**src/rtl/instr_fetch_unit_pkg.sv**
```systemverilog
// Shared types and constants for the instruction fetch front-end.
// Imported by instr_fetch_unit and its fetch_buffer2 sub-module.
package instr_fetch_unit_pkg;

    localparam int unsigned PcWidth   = 16;
    localparam int unsigned InstWidth = 16;

    localparam logic [PcWidth-1:0] DefaultResetPc = 16'h0000;
    localparam logic [PcWidth-1:0] DefaultPcInc   = 16'd2;
    localparam logic [4:0]         DefaultHaltOpc = 5'b00000;
    localparam logic [4:0]         NopOpc         = 5'b11111;

    typedef enum logic [1:0] {
        StRun,
        StHaltPend,
        StHalted
    } fetchState_e;

    typedef struct packed {
        logic [PcWidth-1:0]   pc;
        logic [InstWidth-1:0] inst;
    } fetchEntry_t;

    function automatic logic opcodeIs(logic [InstWidth-1:0] inst, logic [4:0] opc);
        return inst[InstWidth-1 -: 5] == opc;
    endfunction

endpackage

```
**src/rtl/fetch_buffer2.sv**
```systemverilog
// Two-entry FIFO of {pc, inst} between fetch and decode.
// Flush dominates push and pop; the head is always driven from storage.
module fetch_buffer2
    import instr_fetch_unit_pkg::*;
(
    input  logic        clk,
    input  logic        rst,
    input  logic        push_i,
    input  fetchEntry_t pushEntry_i,
    input  logic        pop_i,
    input  logic        flush_i,
    output logic [1:0]  count_o,
    output fetchEntry_t head_o
);

    fetchEntry_t mem_q [2];
    logic        rdPtr_q;
    logic        wrPtr_q;
    logic [1:0]  count_q;
    logic        doPop;
    logic        doPush;

    always_comb begin
        doPop  = pop_i && (count_q != 2'd0);
        doPush = push_i && ((count_q != 2'd2) || doPop);
    end

    always_ff @(posedge clk or negedge rst) begin
        if (!rst) begin
            mem_q[0] <= '0;
            mem_q[1] <= '0;
            rdPtr_q  <= 1'b0;
            wrPtr_q  <= 1'b0;
            count_q  <= 2'd0;
        end else if (flush_i) begin
            rdPtr_q <= 1'b0;
            wrPtr_q <= 1'b0;
            count_q <= 2'd0;
        end else begin
            if (doPush) begin
                mem_q[wrPtr_q] <= pushEntry_i;
                wrPtr_q        <= ~wrPtr_q;
            end
            if (doPop) begin
                rdPtr_q <= ~rdPtr_q;
            end
            count_q <= count_q + {1'b0, doPush} - {1'b0, doPop};
        end
    end

    assign count_o = count_q;
    assign head_o  = mem_q[rdPtr_q];

endmodule

```
**src/rtl/instr_fetch_unit.sv**
```systemverilog
// Fetch stage: owns the PC, issues single-cycle imem reads and hands {pc, inst, pc+2}
// to decode through a 2-entry buffer, with redirect squash and HALT stop.
module instr_fetch_unit
    import instr_fetch_unit_pkg::*;
#(
    parameter logic [PcWidth-1:0] RESET_PC = DefaultResetPc,
    parameter logic [4:0]         HALT_OPC = DefaultHaltOpc,
    parameter logic [PcWidth-1:0] PC_INC   = DefaultPcInc
) (
    input  logic                 clk,
    input  logic                 rst,
    output logic                 imem_req,
    output logic [PcWidth-1:0]   imem_addr,
    input  logic [InstWidth-1:0] imem_rdata,
    input  logic                 redirect_valid,
    input  logic [PcWidth-1:0]   redirect_pc,
    input  logic                 id_ready,
    output logic                 if_valid,
    output logic [PcWidth-1:0]   if_pc,
    output logic [InstWidth-1:0] if_inst,
    output logic [PcWidth-1:0]   if_pc_plus2,
    output logic                 halted
);

    fetchState_e        state_q, state_d;
    logic [PcWidth-1:0] fetchPc_q, fetchPc_d;
    logic [PcWidth-1:0] outPc_q, outPc_d;
    logic               outstanding_q, outstanding_d;

    logic [1:0]  bufCount;
    fetchEntry_t bufHead;
    fetchEntry_t pushEntry;
    logic        redirect;
    logic        push;
    logic        pop;
    logic        haltPush;
    logic        haltPop;
    logic [1:0]  inFlight;
    logic        issue;

    // Redirects are dead once HALT has been accepted.
    assign redirect  = redirect_valid && (state_q != StHalted);
    assign push      = outstanding_q && !redirect;
    assign pop       = if_valid && id_ready;
    assign haltPush  = push && opcodeIs(imem_rdata, HALT_OPC);
    assign haltPop   = pop && opcodeIs(bufHead.inst, HALT_OPC);
    assign pushEntry = '{pc: outPc_q, inst: imem_rdata};

    // Credit counts the entry leaving this cycle so a full-speed stream keeps issuing.
    assign inFlight = bufCount - {1'b0, pop} + {1'b0, outstanding_q};
    assign issue    = (state_q == StRun) && !redirect_valid && (inFlight < 2'd2) && !haltPush;

    fetch_buffer2 u_buffer (
        .clk         (clk),
        .rst         (rst),
        .push_i      (push),
        .pushEntry_i (pushEntry),
        .pop_i       (pop),
        .flush_i     (redirect),
        .count_o     (bufCount),
        .head_o      (bufHead)
    );

    always_ff @(posedge clk or negedge rst) begin
        if (!rst) begin
            state_q <= StRun;
        end else begin
            state_q <= state_d;
        end
    end

    always_comb begin
        state_d = state_q;
        if (redirect) begin
            state_d = StRun;
        end else begin
            unique case (state_q)
                StRun:      if (haltPush) state_d = StHaltPend;
                StHaltPend: if (haltPop)  state_d = StHalted;
                StHalted:   state_d = StHalted;
                default:    state_d = StRun;
            endcase
        end
    end

    always_comb begin
        imem_req    = rst && issue;
        imem_addr   = fetchPc_q;
        halted      = (state_q == StHalted);
        if_valid    = (bufCount != 2'd0) && (state_q != StHalted);
        if_pc       = if_valid ? bufHead.pc : '0;
        if_inst     = if_valid ? bufHead.inst : '0;
        if_pc_plus2 = if_valid ? bufHead.pc + PC_INC : '0;
    end

    always_comb begin
        fetchPc_d     = fetchPc_q;
        outPc_d       = outPc_q;
        outstanding_d = issue;
        if (redirect) begin
            fetchPc_d = redirect_pc;
        end else if (issue) begin
            outPc_d   = fetchPc_q;
            fetchPc_d = fetchPc_q + PC_INC;
        end
    end

    always_ff @(posedge clk or negedge rst) begin
        if (!rst) begin
            fetchPc_q     <= RESET_PC;
            outPc_q       <= '0;
            outstanding_q <= 1'b0;
        end else begin
            fetchPc_q     <= fetchPc_d;
            outPc_q       <= outPc_d;
            outstanding_q <= outstanding_d;
        end
    end

endmodule

```
**config.mk**
```make
export PLATFORM = sky130hd
export DESIGN_NAME = instr_fetch_unit
export DESIGN_NICKNAME = d
export VERILOG_FILES = /design/src/rtl/instr_fetch_unit_pkg.sv /design/src/rtl/fetch_buffer2.sv /design/src/rtl/instr_fetch_unit.sv
export SDC_FILE = /design/constraint.sdc
export NUM_CORES = 1
export LEC_CHECK = 0
export CAP_MARGIN = 30
export CORE_ASPECT_RATIO = 0.9
export CORE_UTILIZATION = 45
export CTS_CLUSTER_SIZE = 40
export DETAILED_ROUTE_END_ITERATION = 6
export GPL_ROUTABILITY_DRIVEN = 1
export PLACE_DENSITY = 0.76
export SKIP_CTS_REPAIR_TIMING = 1
export SYNTH_ARGS = -nofsm -noshare
export SYNTH_HDL_FRONTEND = slang
export SYNTH_SLANG_ARGS = --single-unit
```
**constraint.sdc**
```tcl
create_clock -name clk -period 3.2 [get_ports clk]
set_clock_uncertainty 0.05 [all_clocks]
set_input_delay 0.64 -clock clk [delete_from_list [all_inputs] [get_ports clk]]
set_output_delay 0.64 -clock clk [all_outputs]
set_load 0.005 [all_outputs]
```
Word level (Yosys, flattened, before mapping)
Cells that the tools add are included.
Storage, ports and cells
  register bits after elaboration: 103
  output and inout port bits: 67
  input bits: 36
Operators by class
  reductions and logical operators: 27
  equality and inequality tests: 6
  bitwise gates (word level): 5
  $lt $le $gt $ge: 4
  add/sub/neg operators: 6
  mux-type cells: 20
Operators by type and width (count)
  32-bit 2-to-1 mux: 4
  16-bit 2-to-1 mux: 5
  64-bit bitwise mux: 1
  16-bit by 2-bit adder with 16-bit output (second input constant): 2
  32-bit demux with 1-bit select: 1
  1-bit logical AND: 13
  5-bit zero test: 2
  2-bit 2-to-1 mux: 4
  2-bit nonzero test: 4
  3-bit != test (second input constant): 2
  2-bit case mux with 3 select lines: 1
  2-bit AND reduction: 3
  2-bit by 1-bit adder with 2-bit output: 2
  2-bit >= comparator (second input constant): 2
  1-bit 2-to-1 mux: 4
  2-bit != test (second input constant): 2
  1-bit NOT with 2-bit output: 2
  2-bit by 1-bit subtractor with 2-bit output: 2
  1-bit zero test: 3
  1-bit NOT: 3
  2-bit by 1-bit equality test with 1-bit output (second input constant): 1
  2-bit equality test (second input constant): 1
  2-bit zero test: 1
  2-bit by 1-bit < comparator with 1-bit output (second input constant): 1
  2 further kinds: 2

Logic depth before layout (Yosys ltp)
  depth after elaboration: 10
  mapped depth: 10
  depth with buffers taken out: 10

Hierarchy
From an unflattened synthesis, not the netlist that was laid out.
Unflattened totals
  cell total of the unflattened synthesis: 481
  area, all modules: 5456.5 um2
By module, submodules not included
  fetch_buffer2: cells each 194, area each 3106.7 um2, instances 1
  instr_fetch_unit: cells each 287, area each 2349.8 um2, instances 1

Least setup slack after synthesis
Ideal clock, no wire load.
  path kind: register to output
  start point: register u_buffer.rdPtr_q
  end point: output if_pc_plus2[13]
  required time: 2.510 ns
  arrival time: 1.959 ns
  path slack: 0.551 ns
  buffers on the path: 2
  stages on the path, launching flop included: 9
  cell sequence: dfrtp_1 > buf_2 > buf_2 > mux2_2 > ha_1 > a21boi_0 > nand3_1 > xnor2_1 > nor2_1
Between the ends
  cells in the longest elaborated chain, start to end: 6
RTL lines
  start: declaration: line fetch_buffer2.sv:17  | logic rdPtr_q;
  start signal: assignment: line fetch_buffer2.sv:45  | rdPtr_q <= ~rdPtr_q;
  1-bit NOT with 2-bit output (not written as such): line fetch_buffer2.sv:52  | assign head_o = mem_q[rdPtr_q];
  32-bit 2-to-1 mux (not written as such) (3 in a row): line fetch_buffer2.sv:52
  16-bit by 2-bit adder with 16-bit output: line instr_fetch_unit.sv:93  | if_pc_plus2 = if_valid ? bufHead.pc + PC_INC : '0;
  16-bit 2-to-1 mux: line instr_fetch_unit.sv:93
  end: declaration: line instr_fetch_unit.sv:21  | output logic [PcWidth-1:0] if_pc_plus2,
No other way between the ends. The select of a mux whose other input is x is not followed.

Final worst setup path
  start point: register state_q[0]
  end point: output if_pc[0]
Between the ends
  cells in the longest elaborated chain, start to end: 3
RTL lines
  start: declaration: line instr_fetch_unit.sv:25  | fetchState_e state_q, state_d;
  start signal: assignment: line instr_fetch_unit.sv:66  | state_q <= StRun;
  start signal: assignment: line instr_fetch_unit.sv:68  | state_q <= state_d;
  2-bit != test: line instr_fetch_unit.sv:90  | if_valid = (bufCount != 2'd0) && (state_q != StHalted);
  1-bit logical AND: line instr_fetch_unit.sv:90
  16-bit 2-to-1 mux: line instr_fetch_unit.sv:91  | if_pc = if_valid ? bufHead.pc : '0;
  end: declaration: line instr_fetch_unit.sv:19  | output logic [PcWidth-1:0] if_pc,
No other way between the ends.

==> results.md <==
- Worst Hold Slack: 0.303 ns
- Post-synth EDFFs: 0
- GRT Resource Usage Total: 0.206
- Max Cap Viol: 0
- VDD IR max: slightly below 0.4 mV
- Share of cells above drive strength 1: 0.189
- Final period util: 0.947
- Wirelength, routed: 11,900 um
- Cells after Synth: about 510
- Synth area leaders: dfrtp_1 49%, mux2_2 14%, mux2i_1 5.5%
- Initial DRC Count: roughly 180
- WL per Instance: 15.3 um
- Synth async-reset ratio: 1.00
- Worst r2r src: state_q[0]$_DFFE_PN0P_
- Post-route cell area: 6900 sq um
- Area Growth Syn to Fin: 31.4%
- Remaining Overflow, GRT: 0
- Antenna Nets Post-Route: 0
- Core area: around 11,000 sq um
- CTS tree: built
- Routed via count: 4,076
- Setup crit start kind: flop
- Die Height: 104 um
- Routability cong.: 0.798
- Worst Hold Class: primary input to async pin
- Mapped Area: 5250 sq um
- Clock period minus final worst setup slack: 3.03 ns
- Antenna cells: 0
- Worst-path clk slew: ~0.07 ns
- Power Density: 929 nW/um^2
- DRC: 0
- Synth cell count leaders: 103 x dfrtp_1, 70 x nand2_1, 66 x mux2_2, 66 x nor2_1, 29 x mux2i_1
- Worst slew margin: 0.392
- Yosys reg bits: 103
- CTS Sinks: 103
- Port Buffers: 102
- CP Launch Point: state_q[0]$_DFFE_PN0P_
- Crit end category: output pin
- H-tree levels: 3
- Clock Latency Late Sink: approximately 0.34 ns
- Status: finished, final reports clean
- Area of the multi-input gates: 2540 sq um
- Avg Vias per Cell: 5.23
- Post-place instance area: 6530 sq um
- Endpoints failing hold: 0
- Final #Nets: about 660
- Die area: 12,100 sq um
- Final setup violation count: 0
- CTS Buf Count: 9
- Reg area: roughly 2600 sq um
- Final slew viol count: 0
- Netlist cell types: 46
- Starting density of the core: 0.461
- Vias in the first global route: 4,105
- Rows: 37
- Estimated wirelength of the detail-placed design: 8580 um
- I/O pin count: 103
- Slew @ Worst Pin: 0.912 ns
- Detailed Routing Iterations Pass 1: 4
- Worst endpoint required time: 2.51 ns
- First-pass GRT wire length: slightly below 20,000 um
- Antenna violations before repair: 0
- Crit path DAT: about 2.3 ns
- Pin count of the biggest net entering global routing: 76
- RSZ-0062 raised after global routing: no
- Max frequency: roughly 0.33 GHz
- Critical path fanouts, max: 17
- Syn nets: 555
- Max clock buf depth: 2
- Most common cell in the netlist: dfrtp_1
- Fillers: around 970
- Leak pwr: approximately 3 nW
- CP Class: flop to output pin
- Avg Inst Size Synth: a little over 10 sq um
- Die X-Extent: 116 um
- YS warnings: 0
- Root Driver: clkbuf_16
- Main synth FF type: dfrtp_1
- Post-synthesis sequential area ratio: 0.491
- Area leader, netlist: dfrtp_1
- Yosys top cell area share: 0.491
metrics by stage:
stage,util,cells,total power [mW],setup WS (ns),TNS [ns]
2_1_floorplan,-,511,3.97,0.551,0
3_3_place_gp,0.573,763,5.20,-0.0257,-0.0257
3_5_place_dp,0.573,763,5.32,-0.0257,-0.0257
4_1_cts,0.599,779,6.39,-0.140,-0.501
5_1_grt,0.605,779,6.88,0.00433,0
6_report,0.605,779,6.40,0.168,0
sequential cells by signal, indices dropped and copies added, names as in the netlist:
signal	cells
outPc_q	16
u_buffer.count_o	2
imem_addr	16
u_buffer.mem_q	64
state_q	2
u_buffer.rdPtr_q	1
u_buffer.wrPtr_q	1
outstanding_q	1
cell families after synthesis:
| family | Yosys count | share of synthesized area |
|---|---|---|
| fa+ha+maj | 8 | 0.0191 |
| mux | 95 | 0.197 |
| simple gates | 196 | 0.169 |
| flops | 103 | 0.491 |
| compound gates | 54 | 0.0675 |
| xor+xnor | 14 | 0.0234 |
| buf+inv | 41 | 0.0334 |
cell usage in the layout (no fill, tap or decap), types with 3 or more instances in the layout:
cell type	synthesis	layout
dfrtp_1	103	102
clkdlybuf4s50_1	0	91
nand2_1	70	70
nor2_1	66	66
mux2_2	66	65
mux2i_1	29	28
buf_4	1	22
nand3_1	16	16
a31oi_1	14	14
o21ai_0	14	13
xnor2_1	11	11
dlymetal6s2s_1	0	10
inv_1	10	9
or3_1	9	9
clkbuf_16	0	9
nand3b_1	8	8
ha_1	8	7
o31ai_1	6	6
and2_1	5	5
or4_1	5	5
a21oi_1	5	4
clkinvlp_4	0	3
xor2_1	3	3
nand4_1	3	3
inv_8	0	3
worst max-delay path, stage by stage (launching register included):
cell and delay (ns):
dfrtp_1 0.39, inv_1 0.10, ha_2 0.22, or2_4 0.34
buf_4 0.24, nor2_1 0.18, clkdlybuf4s50_1 0.53
path summary, 6_finish.rpt:
path / to / slack [ns] / cells past startpoint
setup / recovery: if_pc[0] / 0.17 / 6
hold / removal: u_buffer.mem_q[12]$_DFFE_PN0P_ / 0.30 / 2
setup reg to reg: imem_addr[12]$_DFFE_PN0P_ / 0.64 / 8
hold reg to reg: outPc_q[15]$_DFFE_PN0P_ / 0.45 / 2
max in group asynchronous: u_buffer.rdPtr_q$_DFFE_PN0P_ / 1.50 / 3
min in group clk: outPc_q[15]$_DFFE_PN0P_ / 0.45 / 2
final cells by class:
cell class                      instances  area share
Tap cell                              156      0.0283
Clock buffer                            9      0.0327
Inverter                               11     0.00653
Clock inverter                          7     0.00907
Multi-Input combinational cell        367       0.368
Timing Repair Buffer                  126       0.182
Sequential cell                       103       0.374
metal layers:
metal  share of wire  wire length (um)  GRT usage
met5               0                 0          0
met4          0.0097               116     0.0549
met3           0.056               666     0.0443
met2            0.47              5640      0.335
met1            0.46              5510      0.277
where the power goes:
part           switching, mW  internal, mW
clock                  0.503         0.545
sequential             0.463          1.87
combinational           1.33          1.68
total                   2.30          4.10
Note: power is estimated with default switching activity, not from simulation.
